### config.mk
export PLATFORM = sky130hd
export DESIGN_NAME = edge_bbox_scanner_flat
export DESIGN_NICKNAME = d
export VERILOG_FILES = /design/src/rtl/edge_bbox_scanner_if.sv /design/src/rtl/edge_bbox_scanner.sv /design/src/flat_wrapper.sv
export SDC_FILE = /design/constraint.sdc
export NUM_CORES = 1
export LEC_CHECK = 0
export ABC_AREA = 1
export CAP_MARGIN = 25
export CORE_AREA = 2 2 142 144
export DETAILED_ROUTE_END_ITERATION = 8
export DIE_AREA = 0 0 144 146
export PLACE_DENSITY = 0.64
export REMOVE_ABC_BUFFERS = 1
export SLEW_MARGIN = 20
export SYNTH_ARGS = -nofsm -noshare
export SYNTH_HDL_FRONTEND = slang
export SYNTH_SLANG_ARGS = --single-unit
### constraint.sdc
create_clock -name clk -period 13.2 [get_ports clk]
set_input_delay 1.32 -clock clk [delete_from_list [all_inputs] [get_ports clk]]
set_output_delay 1.32 -clock clk [all_outputs]
set_load 0.05 [all_outputs]
### src/rtl/edge_bbox_scanner_if.sv
// Bus between the edge-map scanner, its edge BRAM and the downstream consumer.
// EDGE_CENTROID_EN adds the sum_x/sum_y centroid accumulators.
interface edge_bbox_scanner_if;
    logic        start;
    logic        done;
    logic [18:0] edge_memory_addr;
    logic [3:0]  edge_data;
    logic        found;
    logic [9:0]  x_min;
    logic [9:0]  x_max;
    logic [8:0]  y_min;
    logic [8:0]  y_max;
    logic [18:0] edge_count;
`ifdef EDGE_CENTROID_EN
    logic [27:0] sum_x;
    logic [27:0] sum_y;

    modport master (
        input  start, edge_data,
        output done, edge_memory_addr, found, x_min, x_max, y_min, y_max, edge_count,
        output sum_x, sum_y
    );
    modport slave (
        output start, edge_data,
        input  done, edge_memory_addr, found, x_min, x_max, y_min, y_max, edge_count,
        input  sum_x, sum_y
    );
`else
    modport master (
        input  start, edge_data,
        output done, edge_memory_addr, found, x_min, x_max, y_min, y_max, edge_count
    );
    modport slave (
        output start, edge_data,
        input  done, edge_memory_addr, found, x_min, x_max, y_min, y_max, edge_count
    );
`endif
endinterface

### src/rtl/edge_bbox_scanner.sv
// Raster-scans the edge BRAM once per start and reports edge count and bounding box.
// Optional EDGE_CENTROID_EN also accumulates x/y sums of edge pixels.
module edge_bbox_scanner #(
    parameter int unsigned WIDTH        = 640,
    parameter int unsigned HEIGHT       = 480,
    parameter int unsigned READ_LATENCY = 2
) (
    input logic                 clk,
    input logic                 rst,
    edge_bbox_scanner_if.master bus
);
    localparam logic [18:0] LastAddr = 19'(WIDTH * HEIGHT - 1);
    localparam logic [9:0]  LastX    = 10'(WIDTH - 1);

    typedef enum logic [1:0] {StIdle, StScan, StDrain, StDone} state_e;

    state_e                  state_q;
    logic                    done_q;
    logic [18:0]             addr_q;
    logic [9:0]              x_q;
    logic [8:0]              y_q;
    logic [READ_LATENCY-1:0] pipe_vld_q;
    logic [9:0]              pipe_x_q [READ_LATENCY];
    logic [8:0]              pipe_y_q [READ_LATENCY];
    logic                    found_q;
    logic [9:0]              x_min_q, x_max_q;
    logic [8:0]              y_min_q, y_max_q;
    logic [18:0]             count_q;
`ifdef EDGE_CENTROID_EN
    logic [27:0]             sum_x_q, sum_y_q;
`endif

    logic       issue, hit, unused_data;
    logic [9:0] hit_x;
    logic [8:0] hit_y;

    // A dropped start flushes the pipe, so in-flight reads are never sampled.
    assign issue       = (state_q == StScan) && bus.start;
    assign hit         = pipe_vld_q[READ_LATENCY-1] && bus.edge_data[0] && bus.start;
    assign hit_x       = pipe_x_q[READ_LATENCY-1];
    assign hit_y       = pipe_y_q[READ_LATENCY-1];
    assign unused_data = ^bus.edge_data[3:1];

    always_ff @(posedge clk or posedge rst) begin
        if (rst) begin
            state_q    <= StIdle;
            done_q     <= 1'b0;
            addr_q     <= '0;
            x_q        <= '0;
            y_q        <= '0;
            pipe_vld_q <= '0;
            for (int i = 0; i < READ_LATENCY; i++) begin
                pipe_x_q[i] <= '0;
                pipe_y_q[i] <= '0;
            end
            found_q    <= 1'b0;
            x_min_q    <= '0;
            x_max_q    <= '0;
            y_min_q    <= '0;
            y_max_q    <= '0;
            count_q    <= '0;
`ifdef EDGE_CENTROID_EN
            sum_x_q    <= '0;
            sum_y_q    <= '0;
`endif
        end else begin
            for (int i = READ_LATENCY - 1; i > 0; i--) begin
                pipe_vld_q[i] <= pipe_vld_q[i-1];
                pipe_x_q[i]   <= pipe_x_q[i-1];
                pipe_y_q[i]   <= pipe_y_q[i-1];
            end
            pipe_vld_q[0] <= issue;
            pipe_x_q[0]   <= x_q;
            pipe_y_q[0]   <= y_q;

            if (hit) begin
                found_q <= 1'b1;
                count_q <= count_q + 19'd1;
`ifdef EDGE_CENTROID_EN
                sum_x_q <= sum_x_q + 28'(hit_x);
                sum_y_q <= sum_y_q + 28'(hit_y);
`endif
                if (!found_q) begin
                    x_min_q <= hit_x;
                    x_max_q <= hit_x;
                    y_min_q <= hit_y;
                    y_max_q <= hit_y;
                end else begin
                    if (hit_x < x_min_q) x_min_q <= hit_x;
                    if (hit_x > x_max_q) x_max_q <= hit_x;
                    if (hit_y < y_min_q) y_min_q <= hit_y;
                    if (hit_y > y_max_q) y_max_q <= hit_y;
                end
            end

            case (state_q)
                StIdle: begin
                    // Pipe is empty in IDLE, so clearing cannot race a sample.
                    if (bus.start) begin
                        state_q <= StScan;
                        addr_q  <= '0;
                        x_q     <= '0;
                        y_q     <= '0;
                        found_q <= 1'b0;
                        x_min_q <= '0;
                        x_max_q <= '0;
                        y_min_q <= '0;
                        y_max_q <= '0;
                        count_q <= '0;
`ifdef EDGE_CENTROID_EN
                        sum_x_q <= '0;
                        sum_y_q <= '0;
`endif
                    end
                end
                StScan: begin
                    if (addr_q == LastAddr) begin
                        state_q <= StDrain;
                    end else begin
                        addr_q <= addr_q + 19'd1;
                        if (x_q == LastX) begin
                            x_q <= '0;
                            y_q <= y_q + 9'd1;
                        end else begin
                            x_q <= x_q + 10'd1;
                        end
                    end
                end
                StDrain: begin
                    if (pipe_vld_q == '0) begin
                        state_q <= StDone;
                        done_q  <= 1'b1;
                    end
                end
                StDone: ;
                default: state_q <= StIdle;
            endcase

            if (!bus.start) begin
                state_q    <= StIdle;
                done_q     <= 1'b0;
                addr_q     <= '0;
                pipe_vld_q <= '0;
            end
        end
    end

    assign bus.done             = done_q;
    assign bus.edge_memory_addr = addr_q;
    assign bus.found            = found_q;
    assign bus.x_min            = x_min_q;
    assign bus.x_max            = x_max_q;
    assign bus.y_min            = y_min_q;
    assign bus.y_max            = y_max_q;
    assign bus.edge_count       = count_q;
`ifdef EDGE_CENTROID_EN
    assign bus.sum_x            = sum_x_q;
    assign bus.sum_y            = sum_y_q;
`endif
endmodule

### src/flat_wrapper.sv
// flat-port wrapper written by rule: the top's interface ports become plain ports
module edge_bbox_scanner_flat 
#(
    parameter int unsigned WIDTH        = 640,
    parameter int unsigned HEIGHT       = 480,
    parameter int unsigned READ_LATENCY = 2
)
  (clk, rst, bus_start, bus_edge_data, bus_done, bus_edge_memory_addr, bus_found, bus_x_min, bus_x_max, bus_y_min, bus_y_max, bus_edge_count);
  edge_bbox_scanner_if bus_i ();
  input logic clk;
  input logic rst;
  input wire logic [$bits(bus_i.start)-1:0] bus_start;
  input wire logic [$bits(bus_i.edge_data)-1:0] bus_edge_data;
  output wire logic [$bits(bus_i.done)-1:0] bus_done;
  output wire logic [$bits(bus_i.edge_memory_addr)-1:0] bus_edge_memory_addr;
  output wire logic [$bits(bus_i.found)-1:0] bus_found;
  output wire logic [$bits(bus_i.x_min)-1:0] bus_x_min;
  output wire logic [$bits(bus_i.x_max)-1:0] bus_x_max;
  output wire logic [$bits(bus_i.y_min)-1:0] bus_y_min;
  output wire logic [$bits(bus_i.y_max)-1:0] bus_y_max;
  output wire logic [$bits(bus_i.edge_count)-1:0] bus_edge_count;
  assign bus_i.start = bus_start;
  assign bus_i.edge_data = bus_edge_data;
  assign bus_done = bus_i.done;
  assign bus_edge_memory_addr = bus_i.edge_memory_addr;
  assign bus_found = bus_i.found;
  assign bus_x_min = bus_i.x_min;
  assign bus_x_max = bus_i.x_max;
  assign bus_y_min = bus_i.y_min;
  assign bus_y_max = bus_i.y_max;
  assign bus_edge_count = bus_i.edge_count;
  edge_bbox_scanner #(.WIDTH(WIDTH), .HEIGHT(HEIGHT), .READ_LATENCY(READ_LATENCY)) u_core (.clk(clk), .rst(rst), .bus(bus_i));
endmodule
==> flow_summary.yaml, run 1 <==
route:
  antenna_left: 0
  via_per_inst: 4.85
  vias: 6451
  drt_iter0_drc: 319
  routedWlPerCell_um: 13.1
  dr.pass1.iters: 5
  drcViolationCount: 0
  wl_mm: 17.4
placed_design:
  numPortBuffers: 81
  placedInstanceArea_um2: 8760
  place_congestion: 0.858
  dp_hpwl_mm: 12.2
hold_path:
  hp-class: "flip-flop to flip-flop"
  whs_path_depth: 0
cts:
  clockBufferDepth: 2
  hold_buffers: 0
  cts_tree: "built"
  ctsRootBufferMaster: "clkbuf_16"
  insertion_delay_ps: 410
  clock-sinks: 139
  cts_setup_buffers: 0
  h-tree-depth: 4
  clkSlewWorstSetupHoldPaths_ps: 60
  cts_buffers: 17
  cts_resized: 0
finish:
  fillCellCount: 1856
  layout_common_cells: "274 x nand2_1, 139 x dfrtp_1, 101 x inv_1"
  fin_util_pct: 48.2
  finalNetCount: 1101
  n_antenna_cell: 0
  syn_to_final_growth_pct: 21.0
  drive_gt1_share_pct: 8.27
  fin_area_um2: 9330
  layout_commonest_cell: "nand2_1"
sta:
  fmax_ghz: 0.314
  whs_ps: 341
  fin_crit_ps: 3190
  worstMarginPinSlew_ps: 883
  report.final.hold_viol_count: 0
  drv_slew: 0
  max_slew_margin_pct: 41.0
  setup_tns_ps: 0
  rsz0062_at_grt: "no"
  finalSetupViolations: 0
  fin_crit_sh_pct: 24.2
  skew_ps: 7.28
power_and_ir_drop:
  ir_drop_v: 0.000113
  total_power_mw: 1.35
  power_leakage_nw: 4.42
  p_per_area_nw_per_um2: 145
global_routing:
  antenna_found_initial: 0
  grt_start_max_net_pins: 78
  grtUsageTotal_pct: 17.4
  grt_pass1_vias: 5954
  grt_pass1_wl_mm: 29.3
  overflow: 0
floorplan:
  core_um2: 19300
  ioPinCount: 85
  initial_core_util_pct: 39.8
  die_y_um: 146
  dieArea_um2: 21000
  rows: 51
  die_w_um: 144
setup_path:
  slowest_delay_ps: 570
  crit_chain: "clkdlybuf4s50_1, buf_4, nand2_1, nand2_1, inv_1, nand2_1, o311ai_0"
  cp.arrival_ps: 3470
  slowest_stage: "nand2_1"
  cp-startpoint: "bus_start"
  path_buf_inv: 3
  r2r_slack_ps: 10640
  regToRegStartpoint: "u_core.state_q[1]"
  critPathKind: "input port to flip-flop"
  cp-end-kind: "flip-flop"
  worstPathMaxFanout: 23
  worst-path-stages: 7
  reg2regPathDepth: 7
  cp.required_ps: 13480
  crit_family: "simple AND/OR/NAND/NOR gates"
  start_kind: "input port"
  cp_common_cell: "nand2_1"
synth:
  seq_area_frac_synth_pct: 45.1
  yosys_register_bits: 139
  syn_area_per_cell_um2: 7.94
  syn_area_um2: 7700
  synth_warnings: 0
  synth_cell_type_count: 41
  syn_inst: 970
run_status:
  status: "finished, final reports clean"
flow_run:
  max-cap-violations: 0
-- Yosys cell counts --
| cell | number | area share (%) |
|---|---|---|
| a31o_2 | 1 | 0.11 |
| buf_2 | 7 | 0.45 |
| buf_8 | 1 | 0.19 |
| nand2_2 | 4 | 0.32 |
| buf_1 | 7 | 0.34 |
| inv_1 | 102 | 5.0 |
| nor2_1 | 97 | 4.7 |
| o21ai_1 | 3 | 0.19 |
| clkbuf_1 | 6 | 0.29 |
| nand2_4 | 2 | 0.29 |
| o211ai_1 | 6 | 0.58 |
| o21bai_1 | 1 | 0.097 |
| nand2_1 | 274 | 13 |
| inv_2 | 3 | 0.15 |
| nand3_1 | 96 | 6.2 |
| a21oi_4 | 1 | 0.21 |
| nor3_1 | 13 | 0.84 |
| o21ai_0 | 20 | 1.3 |
| nor3_2 | 1 | 0.13 |
| o21a_1 | 1 | 0.097 |
| a21o_1 | 4 | 0.39 |
| buf_6 | 3 | 0.44 |
| or2_2 | 6 | 0.49 |
| nand4_2 | 2 | 0.32 |
| nand3_4 | 1 | 0.23 |
| clkinv_2 | 1 | 0.065 |
| a32o_1 | 1 | 0.13 |
| ha_1 | 43 | 7.0 |
| nand3_2 | 3 | 0.39 |
| dfrtp_1 | 139 | 45 |
| clkinv_1 | 2 | 0.097 |
| nand3b_1 | 18 | 1.8 |
| a21oi_1 | 34 | 2.2 |
| nor2_2 | 6 | 0.49 |
| o311ai_0 | 2 | 0.23 |
| xnor2_1 | 1 | 0.11 |
| nor3b_1 | 4 | 0.39 |
| o21ai_2 | 22 | 2.5 |
| o31ai_1 | 1 | 0.097 |
| nand4_1 | 27 | 2.2 |
| xor2_1 | 4 | 0.45 |
-- metrics by stage --
stage / cells / worst slack, ps
3_5_place_dp: 1297 / 9540
2_1_floorplan: 946 / 8160
5_1_grt: 1329 / 9780
3_3_place_gp: 1297 / 9550
4_1_cts: 1329 / 9990
6_report: 1329 / 10010
-- worst min path at each step --
stage	startpoint	end	slack [ps]
3_3_place_gp	u_core.pipe_x_q[14]	u_core.hit_x[4]	330
4_1_cts	u_core.pipe_x_q[10]	u_core.hit_x[0]	340
6_report	u_core.pipe_x_q[10]	u_core.hit_x[0]	340
2_1_floorplan	u_core.pipe_x_q[10]	u_core.hit_x[0]	330
3_5_place_dp	u_core.pipe_x_q[10]	u_core.hit_x[0]	330
5_1_grt	u_core.pipe_x_q[18]	u_core.hit_x[8]	350
-- routing by layer --
metal  up-vias  track usage, %  routed length [µm]
met3        16            4.48                 839
met4         0            4.56                 180
li1       3337               -                   -
met2       138            26.5                7780
met1      2960            24.6                8590
met5         -               0                   0
-- cell type report --
class | count | area, µm² | share of cell area [%]
inverters | 108 | 412 | 4.41
well taps | 265 | 332 | 3.56
repair buffers | 86 | 848 | 9.10
clock inverters | 7 | 62.6 | 0.671
flip-flops and latches | 139 | 3480 | 37.3
multi-input cells | 699 | 3690 | 39.5
clock buffers | 25 | 505 | 5.42
-- power breakdown --
group | total (mW) | internal [mW] | switching [mW]
Clock | 0.457 | 0.283 | 0.175
Combinational | 0.405 | 0.113 | 0.292
Sequential | 0.492 | 0.459 | 0.0334
Total | 1.35 | 0.854 | 0.500
-- logic make-up (layout without fill, tap and decap cells) --
| family | after synthesis | count (layout) | synth area share [%] |
|---|---|---|---|
| compound gates | 97 | 97 | 8.15 |
| buf+inv | 132 | 226 | 7.00 |
| flops | 139 | 139 | 45.1 |
| simple gates | 554 | 554 | 32.2 |
| fa+ha+maj | 43 | 43 | 6.98 |
| xor+xnor | 5 | 5 | 0.568 |
Power figures use the tool's default switching activity.
==> run 2: changes to the inputs <==
PLACE_DENSITY = 0.67   (was 0.64)
clock period = 2.8 ns   (was 13.2 ns; I/O delays follow)
==> run 2 against run 1 <==
Compared with the run above: via count rose by 3.1%; sequential share of layout area down 0.25 points; critical path depth did not move; total power grew to 4.8 times the previous value; sequential power grew to 4.7 times the previous value; final cell count rose by 0.53%.
==> flow_summary.yaml, run 2 (synthesis gave the netlist of run 1 again) <==
run_status:
  status: "finished, final reports clean"
finish:
  syn_to_final_growth_pct: 21.9
  finalNetCount: 1108
  fin_area_um2: 9390
  n_antenna_cell: 0
  layout_commonest_cell: "nand2_1"
  layout_common_cells: "274 x nand2_1, 139 x dfrtp_1, 101 x inv_1"
  drive_gt1_share_pct: 9.06
global_routing:
  grt_start_max_net_pins: 57
  grtUsageTotal_pct: 18.0
  overflow: 0
  grt_pass1_vias: 6130
  antenna_found_initial: 0
  grt_pass1_wl_mm: 30.1
sta:
  fin_crit_sh_pct: 76.4
  whs_ps: 273
  fin_crit_ps: 2140
  drv_slew: 0
  report.final.hold_viol_count: 0
  skew_ps: 11.6
  fmax_ghz: 0.468
  max_slew_margin_pct: 60.9
  worstMarginPinSlew_ps: 585
  rsz0062_at_grt: "no"
  finalSetupViolations: 0
power_and_ir_drop:
  p_per_area_nw_per_um2: 691
  power_frac_clock_pct: 33.8
  p_switching_mw: 2.51
  p_seq_share_pct: 35.8
  comb_power_share_pct: 30.4
  power_leakage_nw: 4.43
  internal_power_mw: 3.97
  ir_drop_v: 0.000483
  switching_share_pct: 38.7
floorplan:
  die_y_um: 146
  rows: 51
  ioPinCount: 85
  core_um2: 19300
  dieArea_um2: 21000
  initial_core_util_pct: 39.8
  die_w_um: 144
setup_path:
  reg2regPathDepth: 7
  cp-end-kind: "flip-flop"
  cp.arrival_ps: 2470
  cp.required_ps: 3130
  critPathKind: "flip-flop to flip-flop"
  r2r_slack_ps: 660
  worstPathMaxFanout: 23
  timing.rr.end: "u_core.bus.edge_memory_addr[3]"
  regToRegStartpoint: "u_core.state_q[1]"
  start_kind: "flip-flop"
placed_design:
  dp_hpwl_mm: 12.8
  placedInstanceArea_um2: 8820
  place_congestion: 0.883
  numPortBuffers: 81
route:
  via_per_inst: 4.98
  routedWlPerCell_um: 13.5
  vias: 6651
  drt_iter0_drc: 371
  dr.pass1.iters: 6
  wl_mm: 18.0
  antenna_left: 0
  drcViolationCount: 0
cts:
  ctsRootBufferMaster: "clkbuf_16"
  clockBufferDepth: 2
  cts_buffers: 17
  insertion_delay_ps: 430
  h-tree-depth: 4
  cts_resized: 0
  clock-sinks: 139
  clkSlewWorstSetupHoldPaths_ps: 60
  cts_tree: "built"
  cts_setup_buffers: 0
  hold_buffers: 0
flow_run:
  max-cap-violations: 0
hold_path:
  hp-class: "input port to asynchronous set/reset pin"
-- run 2: area by class of cell --
| type | instances | area (µm²) |
|---|---|---|
| fill | 1876 | 9950 |
| inverter | 108 | 412 |
| timing repair buffer | 93 | 913 |
| multi-input combinational | 699 | 3690 |
| clock buffer | 18 | 429 |
| clock inverter | 14 | 138 |
| tap | 265 | 332 |
| sequential | 139 | 3480 |
-- run 2: per-stage QoR --
step	TNS, ps	worst slack (ps)	utilization (%)	power, mW	cells
global route	0	461	48.6	6.86	1336
floorplan	-167430	-1200	-	3.73	946
CTS	0	625	48.6	6.54	1336
detailed placement	0	444	45.6	4.34	1304
finish	0	661	48.6	6.48	1336
global placement	0	463	45.6	4.31	1304
-- run 2: worst max-delay path by stage --
stage                                                end  depth (start not counted)  slack (ps)               from
after floorplan               asynchronous set/reset pin                          1       -1200                rst
after global placement               u_core.bus.y_max[8]                          8         460          bus_start
after detailed placement             u_core.bus.y_max[8]                          8         440          bus_start
after CTS                 u_core.bus.edge_memory_addr[3]                          7         620  u_core.state_q[1]
after global routing      u_core.bus.edge_memory_addr[3]                          8         460  u_core.state_q[1]
final                     u_core.bus.edge_memory_addr[3]                          7         660  u_core.state_q[1]
-- run 2: critical path: stages, from the launching register on --
cell and delay [ps]:
dfrtp_1 400, inv_1 80, ha_1 330, inv_1 340, a21oi_4 360, nand2_4 250, a21oi_1 200, nor2_1 60
-- run 2: power groups by stage --
stage,Combinational (mW),Sequential [mW],Clock (mW)
after floorplan,1.15,2.58,0
after global placement,1.96,2.35,0
after detailed placement,1.98,2.36,0
after CTS,1.99,2.32,2.23
after global routing,2.19,2.35,2.32
final,1.97,2.32,2.19
-- run 2: per-layer routing --
metal / GRT usage, % / share of wire, % / up-vias
li1: - / - / 3356
met1: 25.2 / 47 / 3087
met2: 27.8 / 45 / 187
met3: 3.78 / 5.8 / 21
met4: 5.98 / 1.7 / 0
met5: 0 / 0 / -
==> run 3: changes to the inputs <==
PLACE_DENSITY = 0.64   (was 0.67)
clock period = 2.1 ns   (was 2.8 ns; I/O delays follow)
==> run 3 against run 2 <==
Compared with the run above: register-to-register slack lost 460 ps; worst setup slack lost 560 ps; global-route usage grew 0.073 points; clock skew shrank 3.2 ps; sequential cell count is the same; routed wire length grew 0.73%; clock power grew 44%; via count shrank 0.83%; hold slack lost 83 ps; largest cell class unchanged.
==> flow_summary.yaml, run 3 (synthesis gave the netlist of run 1 again) <==
route:
  antenna_left: 0
  wl_mm: 18.2
  drt_iter0_drc: 446
  drcViolationCount: 0
  routedWlPerCell_um: 13.4
  via_per_inst: 4.88
  dr.pass1.iters: 5
  vias: 6596
sta:
  report.final.hold_viol_count: 0
  drv_slew: 0
  fin_crit_ps: 2000
  worstMarginPinSlew_ps: 606
  max_slew_margin_pct: 59.5
  setup_tns_ps: 0
  skew_ps: 8.36
  fmax_ghz: 0.500
  rsz0062_at_grt: "no"
  finalSetupViolations: 0
  fin_ws_ps: 101
  fin_crit_sh_pct: 95.2
finish:
  ff_latch_area_um2: 3480
  syn_to_final_growth_pct: 24.4
  layout.cells.non_filler: 1352
  finalNetCount: 1124
  fillCellCount: 1855
  fin_util_pct: 49.6
  layout_commonest_cell: "nand2_1"
  layout_common_cells: "274 x nand2_1, 139 x dfrtp_1, 101 x inv_1"
  multi_input_area_um2: 3690
  n_antenna_cell: 0
  drive_gt1_share_pct: 10.5
flow_run:
  max-cap-violations: 0
hold_path:
  hp-class: "input port to asynchronous set/reset pin"
placed_design:
  dp_cells: 1320
  place_congestion: 0.893
  numPortBuffers: 81
  place_ws_ps: 157
  dp_hpwl_mm: 13.2
global_routing:
  overflow: 0
  grt_pass1_wl_mm: 30.6
  grtUsageTotal_pct: 18.1
  antenna_found_initial: 0
  grt_pass1_vias: 6217
  grt_start_max_net_pins: 42
cts:
  clkSlewWorstSetupHoldPaths_ps: 60
  cts_buffers: 17
  cts_setup_buffers: 0
  clockBufferDepth: 2
  cts_tree: "built"
  insertion_delay_ps: 420
  clock-sinks: 139
  ctsRootBufferMaster: "clkbuf_16"
  cts_resized: 0
  h-tree-depth: 4
  hold_buffers: 0
setup_path:
  critPathKind: "flip-flop to primary output"
  slowest_delay_ps: 870
  worstPathMaxFanout: 8
  reg2regPathDepth: 9
  slowest_stage: "clkdlybuf4s50_1"
  cp.arrival_ps: 1790
  crit_family: "buffers and inverters"
  crit_chain: "clkdlybuf4s50_1"
  worst-path-stages: 1
  start_kind: "flip-flop"
  path_buf_inv: 1
  cp-end-kind: "primary output"
  cp.required_ps: 1890
floorplan:
  dieArea_um2: 21000
  core_um2: 19300
  initial_core_util_pct: 39.8
  ioPinCount: 85
  die_w_um: 144
  die_y_um: 146
  rows: 51
power_and_ir_drop:
  ir_drop_v: 0.000681
  power_leakage_nw: 4.56
  p_per_area_nw_per_um2: 938
  total_power_mw: 9.00
run_status:
  status: "finished, final reports clean"
-- run 3: cell types whose count changed in the layout (fill, tap and decap cells not counted), sizes merged --
cell / delta
clkinv: +6
buf: +16
bufinv: +3
inv: -6
clkbuf: +1
clkinvlp: -4
-- run 3: power by group --
group / internal (mW) / switching, mW
Sequential: 2.89 / 0.201
Clock: 2.03 / 1.12
Combinational: 0.836 / 1.92
-- run 3: final cells by class --
class,instances,share of cell area [%]
Clock buffer,19,4.73
Clock inverter,13,1.80
Inverter,108,4.29
Multi-Input combinational cell,699,38.5
Sequential cell,139,36.3
Tap cell,265,3.46
Timing Repair Buffer,109,10.9
-- run 3: through the flow --
step | hold slack [ps] | instance area [µm²]
5_1_grt | 228 | 9590
6_report | 190 | 9590
3_3_place_gp | 332 | 8950
4_1_cts | 188 | 9580
2_1_floorplan | 310 | 7570
3_5_place_dp | 335 | 8950
-- run 3: path summary, 6_finish.rpt --
| kind | slack [ps] | endpoint | start |
|---|---|---|---|
| worst min-delay path | 190 | asynchronous set/reset pin | rst |
| min in group clk | 340 | u_core.hit_y[4] | u_core.pipe_y_q[13] |
| worst max register to register | 200 | u_core.y_q[7] | u_core.bus.edge_memory_addr[1] |
| worst max-delay path | 100 | bus_edge_memory_addr[15] | u_core.bus.edge_memory_addr[15] |
| worst min register to register | 340 | u_core.hit_y[4] | u_core.pipe_y_q[13] |
| max in group asynchronous | 1390 | asynchronous set/reset pin | rst |
-- run 3: layer usage --
layer	track usage (%)	vias up	part of all wire, %	routed length [µm]
li1	-	3373	-	-
met1	25.8	3049	49	8840
met2	27.9	159	45	8180
met3	4.31	15	5.2	949
met4	4.22	0	1.1	202
met5	0	-	0	0
